**config.mk**
```make
export PLATFORM = sky130hd
export DESIGN_NAME = rng_share_arbiter_flat
export DESIGN_NICKNAME = d
export VERILOG_FILES = /design/src/rtl/rng_share_arbiter_if.sv /design/src/rtl/rng_share_arbiter.sv /design/src/flat_wrapper.sv
export SDC_FILE = /design/constraint.sdc
export NUM_CORES = 1
export LEC_CHECK = 0
export ABC_CLOCK_PERIOD_IN_PS = 4100
export CAP_MARGIN = 20
export CORE_MARGIN = 2
export CORE_UTILIZATION = 57
export CTS_BUF_LIST = sky130_fd_sc_hd__clkbuf_2
export DETAILED_ROUTE_END_ITERATION = 8
export MAX_ROUTING_LAYER = met4
export PLACE_DENSITY_LB_ADDON = 0.15
export RECOVER_POWER = 50
export REMOVE_ABC_BUFFERS = 1
export SYNTH_ARGS = -nofsm -noshare
export SYNTH_HDL_FRONTEND = slang
export SYNTH_SLANG_ARGS = --single-unit
```
**constraint.sdc**
```tcl
create_clock -name clk_i -period 4.1 [get_ports clk_i]
set_input_delay 0.82 -clock clk_i [delete_from_list [all_inputs] [get_ports clk_i]]
set_output_delay 0.82 -clock clk_i [all_outputs]
set_load 0.005 [all_outputs]
```
**src/rtl/rng_share_arbiter_if.sv**
```systemverilog
// Requester/generator-side bundle for rng_share_arbiter.
// The arbiter uses the slave modport; the environment drives through master.
interface rng_share_arbiter_if #(
    parameter int unsigned NUM_REQ = 3,
    parameter int unsigned WIDTH   = 8
) ();
    logic [NUM_REQ-1:0] req;
    logic [NUM_REQ-1:0] grant;
    logic               busy;
    logic               rsp_valid;
    logic [WIDTH-1:0]   rsp_data;
    logic               rng_en;
    logic [WIDTH-1:0]   rng_value;
    logic [15:0]        draw_count;

    modport master (
        output req, rng_value,
        input  grant, busy, rsp_valid, rsp_data, rng_en, draw_count
    );

    modport slave (
        input  req, rng_value,
        output grant, busy, rsp_valid, rsp_data, rng_en, draw_count
    );
endinterface

```
**src/rtl/rng_share_arbiter.sv**
```systemverilog
// Round-robin sharing of one random number generator between NUM_REQ requesters.
// Optional macro RNG_IDLE_SPIN_EN keeps the generator running while idle.
module rng_share_arbiter #(
    parameter int unsigned NUM_REQ     = 3,
    parameter int unsigned WIDTH       = 8,
    parameter int unsigned STEP_CYCLES = 4
) (
    input  logic                clk_i,
    input  logic                reset_ni,
    rng_share_arbiter_if.slave  bus
);
    localparam int unsigned IdxW = (NUM_REQ > 1) ? $clog2(NUM_REQ) : 1;

`ifdef RNG_IDLE_SPIN_EN
    localparam logic IdleSpin = 1'b1;
`else
    localparam logic IdleSpin = 1'b0;
`endif

    typedef enum logic [1:0] {StIdle, StAdvance, StCapture, StRespond} state_e;

    state_e             state_q, state_d;
    logic [NUM_REQ-1:0] grant_q, grant_d;
    logic [IdxW-1:0]    idx_q, idx_d;
    logic [IdxW-1:0]    rr_ptr_q, rr_ptr_d;
    logic [7:0]         cnt_q, cnt_d;
    logic               rng_en_q, rng_en_d;
    logic               rsp_valid_q, rsp_valid_d;
    logic [WIDTH-1:0]   rsp_data_q, rsp_data_d;
    logic               busy_q, busy_d;
    logic [15:0]        draw_cnt_q, draw_cnt_d;

    logic               sel_found;
    logic [IdxW-1:0]    sel_idx;
    logic [IdxW:0]      cand;

    // First pending requester at or after rr_ptr, wrapping modulo NUM_REQ.
    always_comb begin
        sel_found = 1'b0;
        sel_idx   = '0;
        cand      = '0;
        for (int unsigned i = 0; i < NUM_REQ; i++) begin
            cand = {1'b0, rr_ptr_q} + (IdxW+1)'(i);
            if (cand >= (IdxW+1)'(NUM_REQ)) cand = cand - (IdxW+1)'(NUM_REQ);
            if (!sel_found && bus.req[cand[IdxW-1:0]]) begin
                sel_found = 1'b1;
                sel_idx   = cand[IdxW-1:0];
            end
        end
    end

    always_comb begin
        state_d     = state_q;
        grant_d     = grant_q;
        idx_d       = idx_q;
        rr_ptr_d    = rr_ptr_q;
        cnt_d       = cnt_q;
        rng_en_d    = 1'b0;
        rsp_valid_d = 1'b0;
        rsp_data_d  = rsp_data_q;
        draw_cnt_d  = draw_cnt_q;
        unique case (state_q)
            StIdle: begin
                rng_en_d = IdleSpin;
                if (sel_found) begin
                    grant_d          = '0;
                    grant_d[sel_idx] = 1'b1;
                    idx_d            = sel_idx;
                    cnt_d            = 8'(STEP_CYCLES - 1);
                    rng_en_d         = 1'b1;
                    state_d          = StAdvance;
                end
            end
            StAdvance: begin
                if (cnt_q == 8'd0) begin
                    state_d = StCapture;
                end else begin
                    cnt_d    = cnt_q - 8'd1;
                    rng_en_d = 1'b1;
                end
            end
            StCapture: begin
                rsp_data_d  = bus.rng_value;
                rsp_valid_d = 1'b1;
                state_d     = StRespond;
            end
            StRespond: begin
                grant_d    = '0;
                rr_ptr_d   = (idx_q == IdxW'(NUM_REQ - 1)) ? '0 : idx_q + IdxW'(1);
                draw_cnt_d = (draw_cnt_q == 16'hFFFF) ? draw_cnt_q : draw_cnt_q + 16'd1;
                rng_en_d   = IdleSpin;
                state_d    = StIdle;
            end
            default: state_d = StIdle;
        endcase
        busy_d = (state_d != StIdle);
    end

    always_ff @(posedge clk_i or negedge reset_ni) begin
        if (!reset_ni) begin
            state_q     <= StIdle;
            grant_q     <= '0;
            idx_q       <= '0;
            rr_ptr_q    <= '0;
            cnt_q       <= 8'd0;
            rng_en_q    <= 1'b0;
            rsp_valid_q <= 1'b0;
            rsp_data_q  <= '0;
            busy_q      <= 1'b0;
            draw_cnt_q  <= 16'd0;
        end else begin
            state_q     <= state_d;
            grant_q     <= grant_d;
            idx_q       <= idx_d;
            rr_ptr_q    <= rr_ptr_d;
            cnt_q       <= cnt_d;
            rng_en_q    <= rng_en_d;
            rsp_valid_q <= rsp_valid_d;
            rsp_data_q  <= rsp_data_d;
            busy_q      <= busy_d;
            draw_cnt_q  <= draw_cnt_d;
        end
    end

    assign bus.grant      = grant_q;
    assign bus.busy       = busy_q;
    assign bus.rsp_valid  = rsp_valid_q;
    assign bus.rsp_data   = rsp_data_q;
    assign bus.rng_en     = rng_en_q;
    assign bus.draw_count = draw_cnt_q;
endmodule

```
**src/flat_wrapper.sv**
```systemverilog
// flat-port wrapper written by rule: the top's interface ports become plain ports
module rng_share_arbiter_flat 
#(
    parameter int unsigned NUM_REQ     = 3,
    parameter int unsigned WIDTH       = 8,
    parameter int unsigned STEP_CYCLES = 4
)
  (clk_i, reset_ni, bus_req, bus_rng_value, bus_grant, bus_busy, bus_rsp_valid, bus_rsp_data, bus_rng_en, bus_draw_count);
  rng_share_arbiter_if #(.NUM_REQ(NUM_REQ), .WIDTH(WIDTH)) bus_i ();
  input  logic clk_i;
  input  logic reset_ni;
  input wire logic [$bits(bus_i.req)-1:0] bus_req;
  input wire logic [$bits(bus_i.rng_value)-1:0] bus_rng_value;
  output wire logic [$bits(bus_i.grant)-1:0] bus_grant;
  output wire logic [$bits(bus_i.busy)-1:0] bus_busy;
  output wire logic [$bits(bus_i.rsp_valid)-1:0] bus_rsp_valid;
  output wire logic [$bits(bus_i.rsp_data)-1:0] bus_rsp_data;
  output wire logic [$bits(bus_i.rng_en)-1:0] bus_rng_en;
  output wire logic [$bits(bus_i.draw_count)-1:0] bus_draw_count;
  assign bus_i.req = bus_req;
  assign bus_i.rng_value = bus_rng_value;
  assign bus_grant = bus_i.grant;
  assign bus_busy = bus_i.busy;
  assign bus_rsp_valid = bus_i.rsp_valid;
  assign bus_rsp_data = bus_i.rsp_data;
  assign bus_rng_en = bus_i.rng_en;
  assign bus_draw_count = bus_i.draw_count;
  rng_share_arbiter #(.NUM_REQ(NUM_REQ), .WIDTH(WIDTH), .STEP_CYCLES(STEP_CYCLES)) u_core (.clk_i(clk_i), .reset_ni(reset_ni), .bus(bus_i));
endmodule
```
==> results.sh, run 1 <==
export IMPL_postRouteAntennaNets=0
export IMPL_port_buffers=42
export IMPL_drive_gt1_frac=0.0898
export IMPL_cts_root_buf="clkbuf_2"
export IMPL_grt_max_degree=45
export IMPL_crit_chain="clkdlybuf4s50_1 > mux2i_1 > o21ai_0 > a22oi_1 > and3_1 > a31o_2"
export IMPL_nets=263
export IMPL_period_minus_slack_ns=2.45
export IMPL_p_total_mw=1.45
export IMPL_fin_worst_skew_ns=0.0124
export IMPL_drtIter0Drc=123
export IMPL_grt_overflow_total=0
export IMPL_p_leak_nw=1.14
export IMPL_finalSetupViolCount=0
export IMPL_async_reset_ff_frac=1.00
export IMPL_die_height_um=65.1
export IMPL_cap_violations=1
export IMPL_maxSlewViolCount=35
export IMPL_cts_tree="yes"
export IMPL_cp_top_family="compound AO/OA/AOI/OAI gates"
export IMPL_core_area_um2=3630
export IMPL_dieArea_um2=4240
export IMPL_cts_hold_buf=0
export IMPL_violations="capacitance limit, slew limit"
export IMPL_synth_top_area_frac=0.517
export IMPL_min_path_type="input port to asynchronous set/reset pin"
export IMPL_fillerInstances=281
export IMPL_grtUsageTotal=0.234
export IMPL_synthCells=198
export IMPL_start_util=0.586
export IMPL_dp_cells=284
export IMPL_required_ns=4.42
export IMPL_p_per_area_nw_per_um2=550
export IMPL_drc_errors=0
export IMPL_place_ws_ns=1.32
export IMPL_post_cts_buffers=0
export IMPL_clkSlewWorstSetupHoldPaths_ns=0.23
export IMPL_rows=22
export IMPL_die_x_um=65.1
export IMPL_avgSynthCellArea_um2=10.8
export IMPL_hold_viol=0
export IMPL_tightest_slew_ns=1.77
export IMPL_fmax_mhz=409
export IMPL_rsz0062_at_grt="false"
export IMPL_cts_buffers=5
export IMPL_pin_count=43
export IMPL_max_slew_margin=-0.180
export IMPL_critical_path_arrival_ns=2.77
export IMPL_finalNonFillerCells=293
export IMPL_startpoint_type="input port"
export IMPL_yosys_warnings=0
export IMPL_drt_wl_total_um=4420
export IMPL_slowest_delay_ns=0.61
export IMPL_clk_path_buf_depth=2
export IMPL_cp_end_kind="flip-flop"
export IMPL_grt_pass1_wl_um=7450
export IMPL_synthDistinctLibCells=45
export IMPL_dp_final_hpwl_um=3160
export IMPL_yosys_register_bits=44
export IMPL_worstSetupPathType="input port to flip-flop"
export IMPL_ys_top_cells_by_area="dfrtp_1 (52%), xnor2_1 (4.9%), mux2_2 (4.8%)"
export IMPL_hold_worst_slack_ns=0.322
export IMPL_wire_per_inst_um=15.1
export IMPL_antenna_cells=0
export IMPL_vias=1712
export IMPL_syn2layout_area_growth_pct=23.4
export IMPL_cp_num_buf_inv=1
export IMPL_cts_max_level=2
export IMPL_cp_slowest_cell="clkdlybuf4s50_1"
export IMPL_fin_ws_ns=1.65
export IMPL_ir_drop_mv=0.427
export IMPL_cts_resized=0
export IMPL_yosys_area_top_type="dfrtp_1"
export IMPL_ys_flop_type="dfrtp_1"
export IMPL_final_seq_area_um2=1100
export IMPL_gp_routability_congestion=0.824
export IMPL_finalSetupTns_ns=0
export IMPL_clk_latency_ns=0.41
export IMPL_grt_pass1_vias=1642
export IMPL_ys_seq_area_frac=0.517
export IMPL_cts_sinks=44
export IMPL_drtPass1Iterations=5
export IMPL_syn_area_um2=2130
export IMPL_multi_input_area_um2=967
export IMPL_synth_edff_count=0
export IMPL_antenna_found_initial=0
export IMPL_drt_vias_per_instance=5.84
export IMPL_status="finished, violations left"
export IMPL_period_share=0.597
export IMPL_crit_fanout=9
worst register-to-register path, delay by kind of cell (launching register included):
family	cells	cell delay, ns
AOI/OAI and AO/OA	4	1.06
adders and majority gates	1	0.39
and+or+nand+nor	1	0.25
buffers and inverters	1	0.08
DFF	1	0.44
cell type report:
cell class,instances,area share
clock buffer,5,0.00952
clock inverter,3,0.00714
inverter,10,0.0143
multi-input combinational,140,0.368
sequential,44,0.419
tap,48,0.0229
timing repair buffer,43,0.159
where the power goes:
part / switching [mW] / leakage (nW) / internal [mW]
Combinational: 0.302 / 0.534 / 0.311
Clock: 0.140 / 0.0327 / 0.0414
Sequential: 0.104 / 0.576 / 0.548
Total: 0.545 / 1.14 / 0.900
state kept, by name, indices dropped and copies added, names as in the netlist:
signal,cells
u_core.bus.busy,1
u_core.bus.rsp_data,8
u_core.bus.grant,3
u_core.bus.rsp_valid,1
u_core.bus.rng_en,1
u_core.bus.draw_count,16
u_core.cnt_q,8
u_core.idx_q,2
u_core.rr_ptr_q,2
u_core.state_q,2
metal layers:
metal / GRT usage / up-vias / wire length (um)
li1: - / 790 / -
met1: 0.280 / 852 / 1790
met2: 0.390 / 63 / 2330
met3: 0.0634 / 7 / 259
met4: 0.0755 / 0 / 37
met5: - / - / 0
per-stage QoR:
step | utilization | cell area, um2
after floorplan | - | 2110
after global placement | 0.710 | 2580
after detailed placement | 0.710 | 2580
after CTS | 0.722 | 2630
after global routing | 0.723 | 2630
final | 0.723 | 2630
path summary, 6_finish.rpt:
path | endpoint | depth (start not counted) | from | slack (ns)
max | u_core.bus.grant[0]$_DFFE_PN0P_ | 6 | bus_req[2] | 1.65
max reg2reg | u_core.bus.grant[0]$_DFFE_PN0P_ | 7 | u_core.rr_ptr_q[0]$_DFFE_PN0P_ | 1.85
max in group asynchronous | u_core.bus.rsp_data[1]$_DFFE_PN0P_ | 2 | reset_ni | 1.76
min | u_core.bus.draw_count[6]$_DFFE_PN0P_ | 1 | reset_ni | 0.32
min reg2reg | u_core.rr_ptr_q[0]$_DFFE_PN0P_ | 1 | u_core.idx_q[1]$_DFFE_PN0P_ | 0.49
min in group clk_i | u_core.rr_ptr_q[0]$_DFFE_PN0P_ | 1 | u_core.idx_q[1]$_DFFE_PN0P_ | 0.49
cell families (layout without fill, tap and decap cells):
group / count (synthesis) / after routing / synth area share
adders and majority gates: 6 / 6 / 0.0353
AOI/OAI and AO/OA: 27 / 27 / 0.0911
and+or+nand+nor: 75 / 75 / 0.184
muxes: 11 / 11 / 0.0576
DFF: 44 / 44 / 0.517
xor gates and xnor gates: 21 / 21 / 0.0864
buffers and inverters: 14 / 61 / 0.0288
cell usage in the layout (no fill, tap or decap), types with 3 or more instances in the layout:
cell	Yosys	final
a21oi_1	3	3
o21ai_0	7	7
nor3_1	5	5
inv_1	10	10
nor2b_1	3	3
clkdlybuf4s50_1	0	41
nand2b_1	5	5
mux2_2	9	9
ha_1	6	6
and3_1	4	4
dfrtp_1	44	44
clkbuf_2	0	5
nand2_1	16	16
nand4_1	4	4
xor2_1	9	9
xnor2_1	12	12
o211ai_1	3	3
or3_1	3	3
nand3_1	10	10
nor2_1	15	15
cell usage after synthesis, types with 3 or more instances:
cell type / number
a21oi_1: 3
and3_1: 4
dfrtp_1: 44
ha_1: 6
inv_1: 10
mux2_2: 9
nand2_1: 16
nand2b_1: 5
nand3_1: 10
nand4_1: 4
nor2_1: 15
nor2b_1: 3
nor3_1: 5
o211ai_1: 3
o21ai_0: 7
or3_1: 3
xnor2_1: 12
xor2_1: 9
Power figures use the tool's default switching activity.
==> inputs of run 2 (changes only) <==
- ABC_CLOCK_PERIOD_IN_PS: 4100 -> 2300
- CORE_UTILIZATION: 57 -> 53
- clock period: 4.1 -> 2.3 ns (I/O delays scaled with it)
==> run 2 against run 1 <==
The run now ends clean. Global-route usage is 2.2 points lower. Power up 76%. Non-clock buffer count is 4 higher. Wire length decreased by 7.6%. Via count down 7.7%. Design area rose by 1.0%. Clock skew is 0.0050 ns higher. Worst hold slack got worse by 0.038 ns. Flip-flop and latch count is the same. Cell count up 2.0%. Largest power group unchanged.
==> results.sh, run 2 (synthesis gave the netlist of run 1 again) <==
export IMPL_clk_path_buf_depth=2
export IMPL_largest_reg_flops=16
export IMPL_cts_buffers=5
export IMPL_crit_chain="inv_1 > ha_1 > nand2b_1 > or3b_2 > o221ai_1 > o211ai_1 > a31o_2"
export IMPL_cp_top_family="simple AND/OR/NAND/NOR gates"
export IMPL_drt_vias_per_instance=5.28
export IMPL_startpoint_type="flip-flop"
export IMPL_drc_errors=0
export IMPL_p_total_mw=2.54
export IMPL_worstSetupPathType="flip-flop to flip-flop"
export IMPL_maxSlewViolCount=0
export IMPL_period_minus_slack_ns=2.11
export IMPL_period_share=0.919
export IMPL_die_x_um=67.4
export IMPL_antenna_cells=0
export IMPL_drtPass1Iterations=4
export IMPL_min_path_type="input port to asynchronous set/reset pin"
export IMPL_finalNonFillerCells=299
export IMPL_hold_worst_slack_ns=0.284
export IMPL_dp_cells=291
export IMPL_rows=23
export IMPL_cp_num_buf_inv=1
export IMPL_ir_drop_mv=0.813
export IMPL_status="complete, no violations"
export IMPL_hold_viol=0
export IMPL_port_buffers=42
export IMPL_required_ns=2.61
export IMPL_cts_resized=0
export IMPL_grt_max_degree=45
export IMPL_grt_pass1_vias=1576
export IMPL_syn2layout_area_growth_pct=24.6
export IMPL_grt_pass1_wl_um=6990
export IMPL_drt_wl_total_um=4080
export IMPL_vias=1580
export IMPL_finalSetupViolCount=0
export IMPL_tightest_slew_ns=1.06
export IMPL_core_area_um2=3940
export IMPL_clk_latency_ns=0.40
export IMPL_antenna_found_initial=0
export IMPL_rsz0062_at_grt="false"
export IMPL_mostFrequentLayoutCell="dfrtp_1"
export IMPL_drtIter0Drc=95
export IMPL_wire_per_inst_um=13.7
export IMPL_cts_tree="yes"
export IMPL_fillerInstances=313
export IMPL_post_cts_buffers=0
export IMPL_cts_sinks=44
export IMPL_grt_overflow_total=0
export IMPL_cts_hold_buf=0
export IMPL_cap_violations=0
export IMPL_cp_slowest_cell="or3b_2"
export IMPL_max_slew_margin=0.295
export IMPL_critical_path_arrival_ns=2.42
export IMPL_final_cell_mix="dfrtp_1 (44), clkdlybuf4s50_1 (41), nand2_1 (16)"
export IMPL_p_per_area_nw_per_um2=957
export IMPL_cts_root_buf="clkbuf_2"
export IMPL_drive_gt1_frac=0.104
export IMPL_pin_count=43
export IMPL_fin_ws_ns=0.185
export IMPL_grtUsageTotal=0.212
export IMPL_gp_routability_congestion=0.944
export IMPL_p_leak_nw=1.16
export IMPL_postRouteAntennaNets=0
export IMPL_start_util=0.540
export IMPL_nets=267
export IMPL_place_ws_ns=-0.0324
export IMPL_dp_final_hpwl_um=2980
export IMPL_clkSlewWorstSetupHoldPaths_ns=0.21
export IMPL_fin_worst_skew_ns=0.0174
export IMPL_dieArea_um2=4540
export IMPL_slowest_delay_ns=0.45
export IMPL_die_height_um=67.4
export IMPL_cp_end_kind="flip-flop"
export IMPL_cts_max_level=2
export IMPL_fmax_mhz=473
export IMPL_crit_fanout=7
-- run 2: cell count changes in the layout (fill, tap and decap cells not counted) --
cell,previous run,this run
buf_2,0,1
clkinv_1,0,1
clkbuf_1,2,1
buf_4,0,3
clkinv_4,1,0
clkbuf_2,5,6
-- run 2: final timing paths --
check	from	to	slack [ns]	cells after the start
setup reg to reg	u_core.rr_ptr_q[0]$_DFFE_PN0P_	u_core.bus.grant[0]$_DFFE_PN0P_	0.19	7
min in group clk_i	u_core.idx_q[1]$_DFFE_PN0P_	u_core.rr_ptr_q[0]$_DFFE_PN0P_	0.50	1
max in group asynchronous	reset_ni	u_core.bus.draw_count[10]$_DFFE_PN0P_	1.36	2
hold reg to reg	u_core.idx_q[1]$_DFFE_PN0P_	u_core.rr_ptr_q[0]$_DFFE_PN0P_	0.50	1
setup / recovery	u_core.rr_ptr_q[0]$_DFFE_PN0P_	u_core.bus.grant[0]$_DFFE_PN0P_	0.19	7
hold / removal	reset_ni	u_core.bus.draw_count[15]$_DFFE_PN0P_	0.28	2
-- run 2: power by group --
part,switching (mW),internal [mW],total (mW)
Sequential,0.171,0.977,1.15
Combinational,0.515,0.570,1.08
Clock,0.240,0.0683,0.308
-- run 2: layer usage --
metal	share of wire	global-route usage	up-vias
li1	-	-	793
met1	0.48	0.275	745
met2	0.46	0.314	38
met3	0.050	0.0583	4
met4	0.0098	0.0893	0
met5	0	-	-
-- run 2: area by class of cell --
cell class / instances / area [um2] / share of cell area
sequential: 44 / 1100 / 0.415
tap: 50 / 62.6 / 0.0236
multi-input combinational: 140 / 967 / 0.364
clock inverter: 3 / 13.8 / 0.00519
inverter: 10 / 37.5 / 0.0141
timing repair buffer: 47 / 447 / 0.168
clock buffer: 5 / 25.0 / 0.00943
-- run 2: through the flow --
stage          utilization  setup TNS (ns)  instance area [um2]
3_5_place_dp         0.665         -0.0446                 2620
2_1_floorplan            -               0                 2110
5_1_grt              0.673               0                 2650
3_3_place_gp         0.665               0                 2620
6_report             0.673               0                 2650
4_1_cts              0.675               0                 2660
